<file path="config.mk">
export PLATFORM = sky130hd
export DESIGN_NAME = dma_mm2s_engine_flat
export DESIGN_NICKNAME = d
export VERILOG_FILES = /design/src/rtl/dma_mm2s_engine_if.sv /design/src/rtl/dma_mm2s_engine.sv /design/src/flat_wrapper.sv
export SDC_FILE = /design/constraint.sdc
export NUM_CORES = 1
export LEC_CHECK = 0
export CAP_MARGIN = 15
export CORE_MARGIN = 3
export CORE_UTILIZATION = 50
export CTS_CLUSTER_SIZE = 8
export DETAILED_ROUTE_END_ITERATION = 8
export PLACE_DENSITY = 0.81
export SLEW_MARGIN = 0
export SYNTH_ARGS = -nofsm -noshare
export SYNTH_HDL_FRONTEND = slang
export SYNTH_SLANG_ARGS = --single-unit
</file>
<file path="constraint.sdc">
create_clock -name m_axi_acp_aclk -period 7.05 [get_ports m_axi_acp_aclk]
set_input_delay 1.41 -clock m_axi_acp_aclk [delete_from_list [all_inputs] [get_ports m_axi_acp_aclk]]
set_output_delay 1.41 -clock m_axi_acp_aclk [all_outputs]
set_load 0.05 [all_outputs]
</file>
<file path="src/rtl/dma_mm2s_engine_if.sv">
// AXI3 read-address/read-data channels plus the accelerator stream, bundled
// so the DMA engine and its memory/sink counterpart share one port.
interface dma_mm2s_engine_if #(
  parameter int DATA_W = 64
);
  logic [2:0]        m_axi_acp_arid;
  logic [31:0]       m_axi_acp_araddr;
  logic [3:0]        m_axi_acp_arlen;
  logic [2:0]        m_axi_acp_arsize;
  logic [1:0]        m_axi_acp_arburst;
  logic [3:0]        m_axi_acp_arcache;
  logic [2:0]        m_axi_acp_arprot;
  logic              m_axi_acp_arvalid;
  logic              m_axi_acp_arready;
  logic [DATA_W-1:0] m_axi_acp_rdata;
  logic [1:0]        m_axi_acp_rresp;
  logic              m_axi_acp_rlast;
  logic              m_axi_acp_rvalid;
  logic              m_axi_acp_rready;
  logic [DATA_W-1:0] mm2s_data;
  logic              mm2s_valid;
  logic              mm2s_last;
  logic              mm2s_ready;

  // The engine side: drives AR and the stream, consumes R and downstream ready.
  modport master (
    output m_axi_acp_arid, m_axi_acp_araddr, m_axi_acp_arlen, m_axi_acp_arsize,
           m_axi_acp_arburst, m_axi_acp_arcache, m_axi_acp_arprot, m_axi_acp_arvalid,
           m_axi_acp_rready, mm2s_data, mm2s_valid, mm2s_last,
    input  m_axi_acp_arready, m_axi_acp_rdata, m_axi_acp_rresp, m_axi_acp_rlast,
           m_axi_acp_rvalid, mm2s_ready
  );

  modport slave (
    input  m_axi_acp_arid, m_axi_acp_araddr, m_axi_acp_arlen, m_axi_acp_arsize,
           m_axi_acp_arburst, m_axi_acp_arcache, m_axi_acp_arprot, m_axi_acp_arvalid,
           m_axi_acp_rready, mm2s_data, mm2s_valid, mm2s_last,
    output m_axi_acp_arready, m_axi_acp_rdata, m_axi_acp_rresp, m_axi_acp_rlast,
           m_axi_acp_rvalid, mm2s_ready
  );
endinterface

</file>
<file path="src/rtl/dma_mm2s_engine.sv">
// AXI3 read DMA: splits a beat count into 4 KB-safe INCR bursts, keeps several
// in flight, and passes the returned data straight through to a stream.
module dma_mm2s_engine #(
  parameter int         DATA_W          = 64,
  parameter int         BURST_LEN       = 16,
  parameter int         MAX_OUTSTANDING = 4,
  parameter int         LEN_W           = 24,
  parameter logic [2:0] AXI_ID          = 3'b100
) (
  input  logic             m_axi_acp_aclk,
  input  logic             axi_reset,
  input  logic             start,
  input  logic [31:0]      src_address,
  input  logic [LEN_W-1:0] xfer_beats,
  output logic             busy,
  output logic             done,
  output logic             error,
  output logic [1:0]       last_resp,
  dma_mm2s_engine_if.master bus
);

  localparam int BYTES = DATA_W / 8;
  localparam int SIZE  = $clog2(BYTES);

  typedef enum logic [1:0] {IDLE, ISSUE, WAIT, FIN} state_e;

  state_e           state_q, state_d;
  logic [31:0]      addr_q, addr_d;
  logic [LEN_W-1:0] remIssue_q, remIssue_d;
  logic [LEN_W-1:0] total_q, total_d;
  logic [LEN_W-1:0] rcvd_q, rcvd_d;
  logic [3:0]       outst_q, outst_d;
  logic             arValid_q, arValid_d;
  logic [31:0]      arAddr_q, arAddr_d;
  logic [3:0]       arLen_q, arLen_d;
  logic             busy_q, busy_d;
  logic             done_q, done_d;
  logic             error_q, error_d;
  logic [1:0]       lastResp_q, lastResp_d;

  logic             arHs;
  logic             rHs;
  logic [12:0]      toBoundary;
  logic [4:0]       burstBeats;
  logic [4:0]       issuedBeats;

  assign arHs        = arValid_q & bus.m_axi_acp_arready;
  assign rHs         = bus.m_axi_acp_rvalid & bus.m_axi_acp_rready;
  assign issuedBeats = {1'b0, arLen_q} + 5'd1;

  // Next burst size: capped by the burst limit, what is left, and the 4 KB page end.
  always_comb begin
    toBoundary = (13'h1000 - {1'b0, addr_q[11:0]}) >> SIZE;
    burstBeats = 5'(BURST_LEN);
    if (remIssue_q < LEN_W'(burstBeats)) begin
      burstBeats = 5'(remIssue_q);
    end
    if (toBoundary < 13'(burstBeats)) begin
      burstBeats = 5'(toBoundary);
    end
  end

  always_comb begin
    state_d    = state_q;
    addr_d     = addr_q;
    remIssue_d = remIssue_q;
    total_d    = total_q;
    rcvd_d     = rcvd_q;
    outst_d    = outst_q;
    arValid_d  = arValid_q;
    arAddr_d   = arAddr_q;
    arLen_d    = arLen_q;
    busy_d     = busy_q;
    done_d     = 1'b0;
    error_d    = error_q;
    lastResp_d = lastResp_q;

    if (rHs) begin
      rcvd_d = rcvd_q + LEN_W'(1);
      if (bus.m_axi_acp_rresp != 2'b00) begin
        error_d = 1'b1;
        if (!error_q) begin
          lastResp_d = bus.m_axi_acp_rresp;
        end
      end
    end

    unique case ({arHs, rHs & bus.m_axi_acp_rlast})
      2'b10:   outst_d = outst_q + 4'd1;
      2'b01:   outst_d = (outst_q != 4'd0) ? outst_q - 4'd1 : outst_q;
      default: outst_d = outst_q;
    endcase

    unique case (state_q)
      IDLE: begin
        if (start) begin
          addr_d     = src_address & ~32'(BYTES - 1);
          remIssue_d = xfer_beats;
          total_d    = xfer_beats;
          rcvd_d     = '0;
          error_d    = 1'b0;
          lastResp_d = 2'b00;
          busy_d     = 1'b1;
          // An empty transfer shows busy and done together for its single cycle.
          if (xfer_beats == '0) begin
            state_d = FIN;
            done_d  = 1'b1;
          end else begin
            state_d = ISSUE;
          end
        end
      end
      ISSUE: begin
        if (!arValid_q) begin
          if ((outst_q < 4'(MAX_OUTSTANDING)) && (remIssue_q != '0)) begin
            arValid_d = 1'b1;
            arAddr_d  = addr_q;
            arLen_d   = 4'(burstBeats - 5'd1);
          end
        end else if (bus.m_axi_acp_arready) begin
          arValid_d  = 1'b0;
          addr_d     = addr_q + (32'(issuedBeats) << SIZE);
          remIssue_d = remIssue_q - LEN_W'(issuedBeats);
          if (remIssue_q == LEN_W'(issuedBeats)) begin
            state_d = WAIT;
          end
        end
      end
      WAIT: begin
        if (rcvd_d == total_q) begin
          state_d = FIN;
          done_d  = 1'b1;
          busy_d  = 1'b0;
        end
      end
      FIN: begin
        state_d = IDLE;
        busy_d  = 1'b0;
      end
      default: state_d = IDLE;
    endcase
  end

  always_ff @(posedge m_axi_acp_aclk or posedge axi_reset) begin
    if (axi_reset) begin
      state_q    <= IDLE;
      addr_q     <= '0;
      remIssue_q <= '0;
      total_q    <= '0;
      rcvd_q     <= '0;
      outst_q    <= '0;
      arValid_q  <= 1'b0;
      arAddr_q   <= '0;
      arLen_q    <= '0;
      busy_q     <= 1'b0;
      done_q     <= 1'b0;
      error_q    <= 1'b0;
      lastResp_q <= 2'b00;
    end else begin
      state_q    <= state_d;
      addr_q     <= addr_d;
      remIssue_q <= remIssue_d;
      total_q    <= total_d;
      rcvd_q     <= rcvd_d;
      outst_q    <= outst_d;
      arValid_q  <= arValid_d;
      arAddr_q   <= arAddr_d;
      arLen_q    <= arLen_d;
      busy_q     <= busy_d;
      done_q     <= done_d;
      error_q    <= error_d;
      lastResp_q <= lastResp_d;
    end
  end

  assign busy      = busy_q;
  assign done      = done_q;
  assign error     = error_q;
  assign last_resp = lastResp_q;

  assign bus.m_axi_acp_arid    = AXI_ID;
  assign bus.m_axi_acp_araddr  = arAddr_q;
  assign bus.m_axi_acp_arlen   = arLen_q;
  assign bus.m_axi_acp_arsize  = 3'(SIZE);
  assign bus.m_axi_acp_arburst = 2'b01;
  assign bus.m_axi_acp_arcache = 4'b0011;
  assign bus.m_axi_acp_arprot  = 3'b010;
  assign bus.m_axi_acp_arvalid = arValid_q;

  // No buffering: the stream is a gated view of the R channel.
  assign bus.m_axi_acp_rready = bus.mm2s_ready & busy_q;
  assign bus.mm2s_data        = bus.m_axi_acp_rdata;
  assign bus.mm2s_valid       = bus.m_axi_acp_rvalid & busy_q;
  assign bus.mm2s_last        = bus.mm2s_valid && (rcvd_q == total_q - LEN_W'(1));

endmodule

</file>
<file path="src/flat_wrapper.sv">
// flat-port wrapper written by rule: the top's interface ports become plain ports
module dma_mm2s_engine_flat 
#(
  parameter int         DATA_W          = 64,
  parameter int         BURST_LEN       = 16,
  parameter int         MAX_OUTSTANDING = 4,
  parameter int         LEN_W           = 24,
  parameter logic [2:0] AXI_ID          = 3'b100
)
  (m_axi_acp_aclk, axi_reset, start, src_address, xfer_beats, busy, done, error, last_resp, bus_m_axi_acp_arid, bus_m_axi_acp_araddr, bus_m_axi_acp_arlen, bus_m_axi_acp_arsize, bus_m_axi_acp_arburst, bus_m_axi_acp_arcache, bus_m_axi_acp_arprot, bus_m_axi_acp_arvalid, bus_m_axi_acp_rready, bus_mm2s_data, bus_mm2s_valid, bus_mm2s_last, bus_m_axi_acp_arready, bus_m_axi_acp_rdata, bus_m_axi_acp_rresp, bus_m_axi_acp_rlast, bus_m_axi_acp_rvalid, bus_mm2s_ready);
  dma_mm2s_engine_if #(.DATA_W(DATA_W)) bus_i ();
  input  logic m_axi_acp_aclk;
  input  logic axi_reset;
  input  logic start;
  input  logic [31:0] src_address;
  input  logic [LEN_W-1:0] xfer_beats;
  output logic busy;
  output logic done;
  output logic error;
  output logic [1:0] last_resp;
  output wire logic [$bits(bus_i.m_axi_acp_arid)-1:0] bus_m_axi_acp_arid;
  output wire logic [$bits(bus_i.m_axi_acp_araddr)-1:0] bus_m_axi_acp_araddr;
  output wire logic [$bits(bus_i.m_axi_acp_arlen)-1:0] bus_m_axi_acp_arlen;
  output wire logic [$bits(bus_i.m_axi_acp_arsize)-1:0] bus_m_axi_acp_arsize;
  output wire logic [$bits(bus_i.m_axi_acp_arburst)-1:0] bus_m_axi_acp_arburst;
  output wire logic [$bits(bus_i.m_axi_acp_arcache)-1:0] bus_m_axi_acp_arcache;
  output wire logic [$bits(bus_i.m_axi_acp_arprot)-1:0] bus_m_axi_acp_arprot;
  output wire logic [$bits(bus_i.m_axi_acp_arvalid)-1:0] bus_m_axi_acp_arvalid;
  output wire logic [$bits(bus_i.m_axi_acp_rready)-1:0] bus_m_axi_acp_rready;
  output wire logic [$bits(bus_i.mm2s_data)-1:0] bus_mm2s_data;
  output wire logic [$bits(bus_i.mm2s_valid)-1:0] bus_mm2s_valid;
  output wire logic [$bits(bus_i.mm2s_last)-1:0] bus_mm2s_last;
  input wire logic [$bits(bus_i.m_axi_acp_arready)-1:0] bus_m_axi_acp_arready;
  input wire logic [$bits(bus_i.m_axi_acp_rdata)-1:0] bus_m_axi_acp_rdata;
  input wire logic [$bits(bus_i.m_axi_acp_rresp)-1:0] bus_m_axi_acp_rresp;
  input wire logic [$bits(bus_i.m_axi_acp_rlast)-1:0] bus_m_axi_acp_rlast;
  input wire logic [$bits(bus_i.m_axi_acp_rvalid)-1:0] bus_m_axi_acp_rvalid;
  input wire logic [$bits(bus_i.mm2s_ready)-1:0] bus_mm2s_ready;
  assign bus_m_axi_acp_arid = bus_i.m_axi_acp_arid;
  assign bus_m_axi_acp_araddr = bus_i.m_axi_acp_araddr;
  assign bus_m_axi_acp_arlen = bus_i.m_axi_acp_arlen;
  assign bus_m_axi_acp_arsize = bus_i.m_axi_acp_arsize;
  assign bus_m_axi_acp_arburst = bus_i.m_axi_acp_arburst;
  assign bus_m_axi_acp_arcache = bus_i.m_axi_acp_arcache;
  assign bus_m_axi_acp_arprot = bus_i.m_axi_acp_arprot;
  assign bus_m_axi_acp_arvalid = bus_i.m_axi_acp_arvalid;
  assign bus_m_axi_acp_rready = bus_i.m_axi_acp_rready;
  assign bus_mm2s_data = bus_i.mm2s_data;
  assign bus_mm2s_valid = bus_i.mm2s_valid;
  assign bus_mm2s_last = bus_i.mm2s_last;
  assign bus_i.m_axi_acp_arready = bus_m_axi_acp_arready;
  assign bus_i.m_axi_acp_rdata = bus_m_axi_acp_rdata;
  assign bus_i.m_axi_acp_rresp = bus_m_axi_acp_rresp;
  assign bus_i.m_axi_acp_rlast = bus_m_axi_acp_rlast;
  assign bus_i.m_axi_acp_rvalid = bus_m_axi_acp_rvalid;
  assign bus_i.mm2s_ready = bus_mm2s_ready;
  dma_mm2s_engine #(.DATA_W(DATA_W), .BURST_LEN(BURST_LEN), .MAX_OUTSTANDING(MAX_OUTSTANDING), .LEN_W(LEN_W), .AXI_ID(AXI_ID)) u_core (.m_axi_acp_aclk(m_axi_acp_aclk), .axi_reset(axi_reset), .start(start), .src_address(src_address), .xfer_beats(xfer_beats), .busy(busy), .done(done), .error(error), .last_resp(last_resp), .bus(bus_i));
endmodule
</file>
==> flow_summary.ini, run 1 <==
[timing]
slew_headroom = 0.292
drv_slew = 0
worst_slew_pin_slew_ns = 1.06
hold_viol_final = 0
clock_skew_ns = 0.0158
tns_ns = 0
timing.final.crit_share = 0.816
min_period_ns = 5.75
finalSetupViolCount = 0
max_freq_mhz = 174
rsz0062_at_grt = false

[floorplan]
dieArea_sq_um = 21700
die_w_um = 147
die_h_um = 147
core_sq_um = 19100
rows = 50
pin_count = 253
initial_core_util = 0.520

[synth]
synth_top_flop_cell = dfrtp_1
synth_area_leaders = dfrtp_1 37%, buf_4 6.4%, nand2_1 6.2%
ys_seq_area_frac = 0.367
yosysTopAreaCellShare = 0.367
synth_cell_type_count = 76
ys_async_sr_fraction = 1.00
yosysTopAreaCell = dfrtp_1
syn-cell-area_sq_um = 9960
avgSynthCellArea_sq_um = 8.53
synth_edf_count = 0
synth-seq-cells = 146
synthCells = 1168
yosysWarnings = 0

[drt]
routed_wl_mm = 24.2
drt-initial-drc-count = 667
via_per_inst = 5.73
drt.antenna.violating_nets = 0
route.detailed.drc = 0
detail_route.wl_per_cell_um = 16.8
vias = 8264
dr.pass1.iters = 5

[place]
place.gp.congestion = 0.931
post-dp-hpwl_mm = 17.4
place_area_sq_um = 10600
portBuffers = 103
dp_cells = 1411

[clocking]
cts_root_buffer = clkbuf_16
cts_tree = done
clkTransAtPathRegs_ns = 0.07
holdBufCountCts = 0
cts_buffer_depth = 2
clkSinkCount = 146
cts_buffers = 17
post_cts_buffers = 0
clk_latency_ns = 0.44
ctsResizeCount = 0
htreeDepth = 4

[job]
maxCapViolCount = 0

[setup_path]
cp_num_buf_inv = 2
cp.arrival_ns = 4.34
required_ns = 5.64
cp-start-kind = input pin
crit_chain = clkdlybuf4s50_1 -> and2_1 -> nand4_1 -> a2111oi_0 -> nand4_1 -> nor4_1 -> and4_1 -> clkdlybuf4s50_1
worstPathMaxFanout = 4
path_delay_family = buffers and inverters
worst_path_max_delay_cell = clkdlybuf4s50_1
critical_path_class = in2out
cpPeakStageDelay_ns = 0.81
cp-end-kind = primary output

[grt]
grt_pass1_vias = 8069
grt_overflow_total = 0
antenna_found_initial = 0
grt_util_met3 = 0.0589
grt_max_degree = 116
gr-max-usage-layer = met2
grt_use_total = 0.225
use_met2 = 0.371
grt_first_pass_wirelength_mm = 40.2
met1_usage = 0.288

[pwr]
finalPower_mw = 5.40
power.density_nw_per_um2 = 485
peakVddDrop_v = 0.000330
cellLeakagePower_nw = 4.65

[layout]
finish.net_count = 1329
ff_latch_area_sq_um = 3650
antenna_cells = 0
final_common_cell = nand2_1
design_area_sq_um = 11100
finalNonFillerCells = 1443
syn2layout_area_growth_pct = 11.6
fillers = 1705
multiInputGateArea_sq_um = 5360
most-common-layout-cells = 165 x nand2_1, 146 x dfrtp_1, 103 x clkdlybuf4s50_1, 84 x a21oi_1, 75 x nor2_1
drive_gt1_frac = 0.0592

[run_status]
status = complete, no violations

[hold_path]
hold_class = reg2reg
## flip-flops by register name (all words and copies together), names as in the netlist
name and cells:
u_core.addr_q 29, u_core.bus.m_axi_acp_araddr 29, u_core.bus.m_axi_acp_arlen 4, u_core.bus.m_axi_acp_arvalid 1, u_core.busy 1, u_core.done 1
u_core.error 1, u_core.last_resp 2, u_core.outst_q 4, u_core.rcvd_q 24, u_core.remIssue_q 24, u_core.state_q 2
u_core.total_q 24
## metal layers
metal	wire length (um)	part of all wire	vias up
met5	0	0	-
met4	646	0.027	0
met3	1700	0.070	50
met2	11600	0.48	297
met1	10300	0.42	3930
li1	-	-	3987
## cell type report
cell class / instances / share of cell area
Sequential cell: 146 / 0.329
Multi-Input combinational cell: 856 / 0.482
Inverter: 41 / 0.0143
Tap cell: 260 / 0.0293
Timing Repair Buffer: 108 / 0.0961
Clock buffer: 17 / 0.0383
Clock inverter: 15 / 0.0117
## cells by family after synthesis
logic type / share of synthesized area
AOI/OAI and AO/OA: 0.153
adders and majority gates: 0.0399
xor gates and xnor gates: 0.0765
buffers and inverters: 0.103
other: 0.000754
DFF: 0.367
and+or+nand+nor: 0.206
muxes: 0.0534
## through the flow
| step | hold slack [ns] | util | setup WS [ns] |
|---|---|---|---|
| 2_1_floorplan | 0.442 | - | 1.72 |
| 3_3_place_gp | 0.456 | 0.552 | 1.38 |
| 3_5_place_dp | 0.461 | 0.552 | 1.33 |
| 4_1_cts | 0.473 | 0.581 | 1.30 |
| 5_1_grt | 0.478 | 0.581 | 1.15 |
| 6_report | 0.472 | 0.581 | 1.30 |
## Yosys cell counts (4+ instances only)
| cell | number |
|---|---|
| nand2_1 | 165 |
| dfrtp_1 | 146 |
| buf_4 | 85 |
| a21oi_1 | 84 |
| nor2_1 | 76 |
| o21ai_0 | 73 |
| xnor2_1 | 51 |
| inv_1 | 41 |
| clkbuf_1 | 40 |
| nand3_1 | 38 |
| xor2_1 | 36 |
| ha_1 | 27 |
| nor3_1 | 26 |
| mux2i_1 | 25 |
| o22ai_1 | 24 |
| mux2_1 | 19 |
| nand4_1 | 19 |
| nor4_1 | 17 |
| a31oi_1 | 12 |
| and2_1 | 12 |
| buf_2 | 11 |
| a2bb2oi_1 | 8 |
| and3_1 | 8 |
| or3_1 | 8 |
| nor2b_1 | 7 |
| a21o_1 | 6 |
| mux2_2 | 6 |
| o211ai_1 | 6 |
| nand2b_1 | 5 |
| nor3_2 | 5 |
| nand3b_1 | 4 |
| nor2_2 | 4 |
| nor3b_1 | 4 |
| o22a_1 | 4 |
| o32ai_1 | 4 |
## path summary, 6_finish.rpt
path                                       start                            end  slack [ns]  depth (start not counted)
min in group asynchronous              axi_reset               u_core.rcvd_q[7]        1.50                          2
min                            u_core.outst_q[3]              u_core.outst_q[3]        0.47                          1
max reg2reg                u_core.remIssue_q[18]  u_core.bus.m_axi_acp_arlen[2]        3.22                         13
min reg2reg                    u_core.outst_q[3]              u_core.outst_q[3]        0.47                          1
max in group asynchronous              axi_reset           u_core.remIssue_q[7]        4.25                          3
max                         bus_m_axi_acp_rvalid                  bus_mm2s_last        1.30                          8
## report_power, final
part           switching, mW  internal (mW)  total (mW)
Clock                  0.399          0.459       0.857
Combinational           1.80           1.14        2.93
Sequential             0.412           1.19        1.61
Power figures use the tool's default switching activity.
==> run 2, diff against run 1 <==
Settings changed: CORE_UTILIZATION 50 to 46, PLACE_DENSITY 0.81 to 0.79.
Clock period 7.05 ns to 5.2 ns, I/O delays scaled along.
==> flow_summary.ini, run 2 (synthesized netlist as in run 1, its figures left out) <==
[place]
place.gp.congestion = 0.935
portBuffers = 103
dp_cells = 1427
post-dp-hpwl_mm = 17.8
place_area_sq_um = 10600

[setup_path]
path_common_cell = nor4_1
cp-start-kind = flip-flop
cpPeakStageDelay_ns = 0.66
cp_num_buf_inv = 1
path_delay_family = simple AND/OR/NAND/NOR gates
worst_path_max_delay_cell = a2111oi_0
crit_chain = nor3_2 -> nand2_1 -> nor4_1 -> xor2_1 -> a2111oi_0 -> nand4_1 -> nor4_1 -> and4_1 -> buf_4
r2r_cells = 13
critical_path_class = reg2out
worstPathMaxFanout = 7
cp-end-kind = primary output
cp.arrival_ns = 3.52
critPathLaunch = u_core.total_q[2]
timing.rr.start = u_core.remIssue_q[18]
cp.depth = 9
required_ns = 4.16

[clocking]
cts_buffers = 17
cts_root_buffer = clkbuf_16
cts_buffer_depth = 2
cts_tree = done
clkTransAtPathRegs_ns = 0.07
htreeDepth = 4
holdBufCountCts = 0
post_cts_buffers = 0
ctsResizeCount = 0
clkSinkCount = 146
clk_latency_ns = 0.44

[drt]
route.detailed.drc = 0
drt.antenna.violating_nets = 0
detail_route.wl_per_cell_um = 16.9
dr.pass1.iters = 5
routed_wl_mm = 24.7
drt-initial-drc-count = 683
via_per_inst = 5.73
vias = 8355

[layout]
final_common_cell = nand2_1
multiInputGateArea_sq_um = 5360
syn2layout_area_growth_pct = 12.4
antenna_cells = 0
drive_gt1_frac = 0.0608
final_core_util = 0.529
design_area_sq_um = 11200
finalNonFillerCells = 1459
ff_latch_area_sq_um = 3650
finish.net_count = 1330
fillers = 1901
most-common-layout-cells = 165 x nand2_1, 146 x dfrtp_1, 102 x clkdlybuf4s50_1, 84 x a21oi_1, 75 x nor2_1

[timing]
hold_viol_final = 0
worst_slew_pin_slew_ns = 0.949
hold_ws_ns = 0.497
slew_headroom = 0.367
min_period_ns = 4.56
tns_ns = 0
drv_slew = 0
clock_skew_ns = 0.0125
rsz0062_at_grt = false
max_freq_mhz = 219
finalSetupViolCount = 0
timing.final.crit_share = 0.877

[run_status]
status = complete, no violations

[floorplan]
initial_core_util = 0.471
pin_count = 253
core_sq_um = 21200
die_w_um = 153
rows = 53
dieArea_sq_um = 23500
die_h_um = 153

[grt]
grt_pass1_vias = 8151
antenna_found_initial = 0
grt_use_total = 0.211
grt_first_pass_wirelength_mm = 41.1
grt_overflow_total = 0
grt_max_degree = 104

[hold_path]
hold_class = reg2reg
whs_path_depth = 2
min_from = u_core.bus.m_axi_acp_araddr[30]

[pwr]
power.density_nw_per_um2 = 663
cellLeakagePower_nw = 4.69
peakVddDrop_v = 0.000439

[job]
maxCapViolCount = 0
[run 2: cell count changes in the layout (fill, tap and decap cells not counted)]
cell / before / now
clkinv_2: 2 / 1
clkinvlp_4: 5 / 1
inv_6: 3 / 4
buf_4: 5 / 7
clkdlybuf4s50_1: 103 / 102
clkbuf_8: 0 / 1
bufinv_16: 0 / 2
clkinv_4: 3 / 4
[run 2: area by class of cell]
type / count / share of cell area
multi-input cells: 856 / 0.478
flip-flops and latches: 146 / 0.326
inverters: 41 / 0.0142
clock buffers: 18 / 0.0392
clock inverters: 14 / 0.0154
repair buffers: 109 / 0.0959
well taps: 275 / 0.0307
[run 2: through the flow]
step / power [mW] / setup WS (ns)
floorplan: 5.26 / 0.237
global placement: 5.99 / 0.800
detailed placement: 6.12 / 0.841
CTS: 7.43 / 0.709
global route: 8.01 / 0.448
finish: 7.43 / 0.639
[run 2: final timing paths]
| kind | endpoint | slack, ns |
|---|---|---|
| max in group asynchronous | u_core.bus.m_axi_acp_araddr[14] | 3.11 |
| max reg2reg | u_core.bus.m_axi_acp_arlen[2] | 1.41 |
| min in group asynchronous | u_core.addr_q[4] | 1.19 |
| min | u_core.bus.m_axi_acp_araddr[30] | 0.50 |
| min reg2reg | u_core.bus.m_axi_acp_araddr[30] | 0.50 |
| max | bus_mm2s_last | 0.64 |
[run 2: metal layers]
| metal | global-route usage | share of wire | vias up | wire [um] |
|---|---|---|---|---|
| li1 | - | - | 4000 | - |
| met1 | 0.275 | 0.43 | 4009 | 10700 |
| met2 | 0.346 | 0.48 | 293 | 11900 |
| met3 | 0.0524 | 0.065 | 53 | 1610 |
| met4 | 0.0675 | 0.021 | 0 | 519 |
| met5 | 0 | 0 | - | 0 |
[run 2: power by group]
part           switching (mW)  internal, mW  total, mW
combinational            2.44          1.54       3.98
sequential              0.565          1.62       2.18
clock                   0.531         0.735       1.27
[run 2: worst register-to-register path: stages, from the launching register on]
cell and delay [ns]:
dfrtp_1 0.44, or3_1 0.47, nor3_1 0.17, nand4_1 0.24, nor2_2 0.40, nand2_1 0.11, ha_1 0.30, a21o_1 0.17
a2111o_1 0.44, nor2_2 0.24, mux2i_1 0.28, ha_1 0.20, xnor2_1 0.12, o21ai_0 0.08
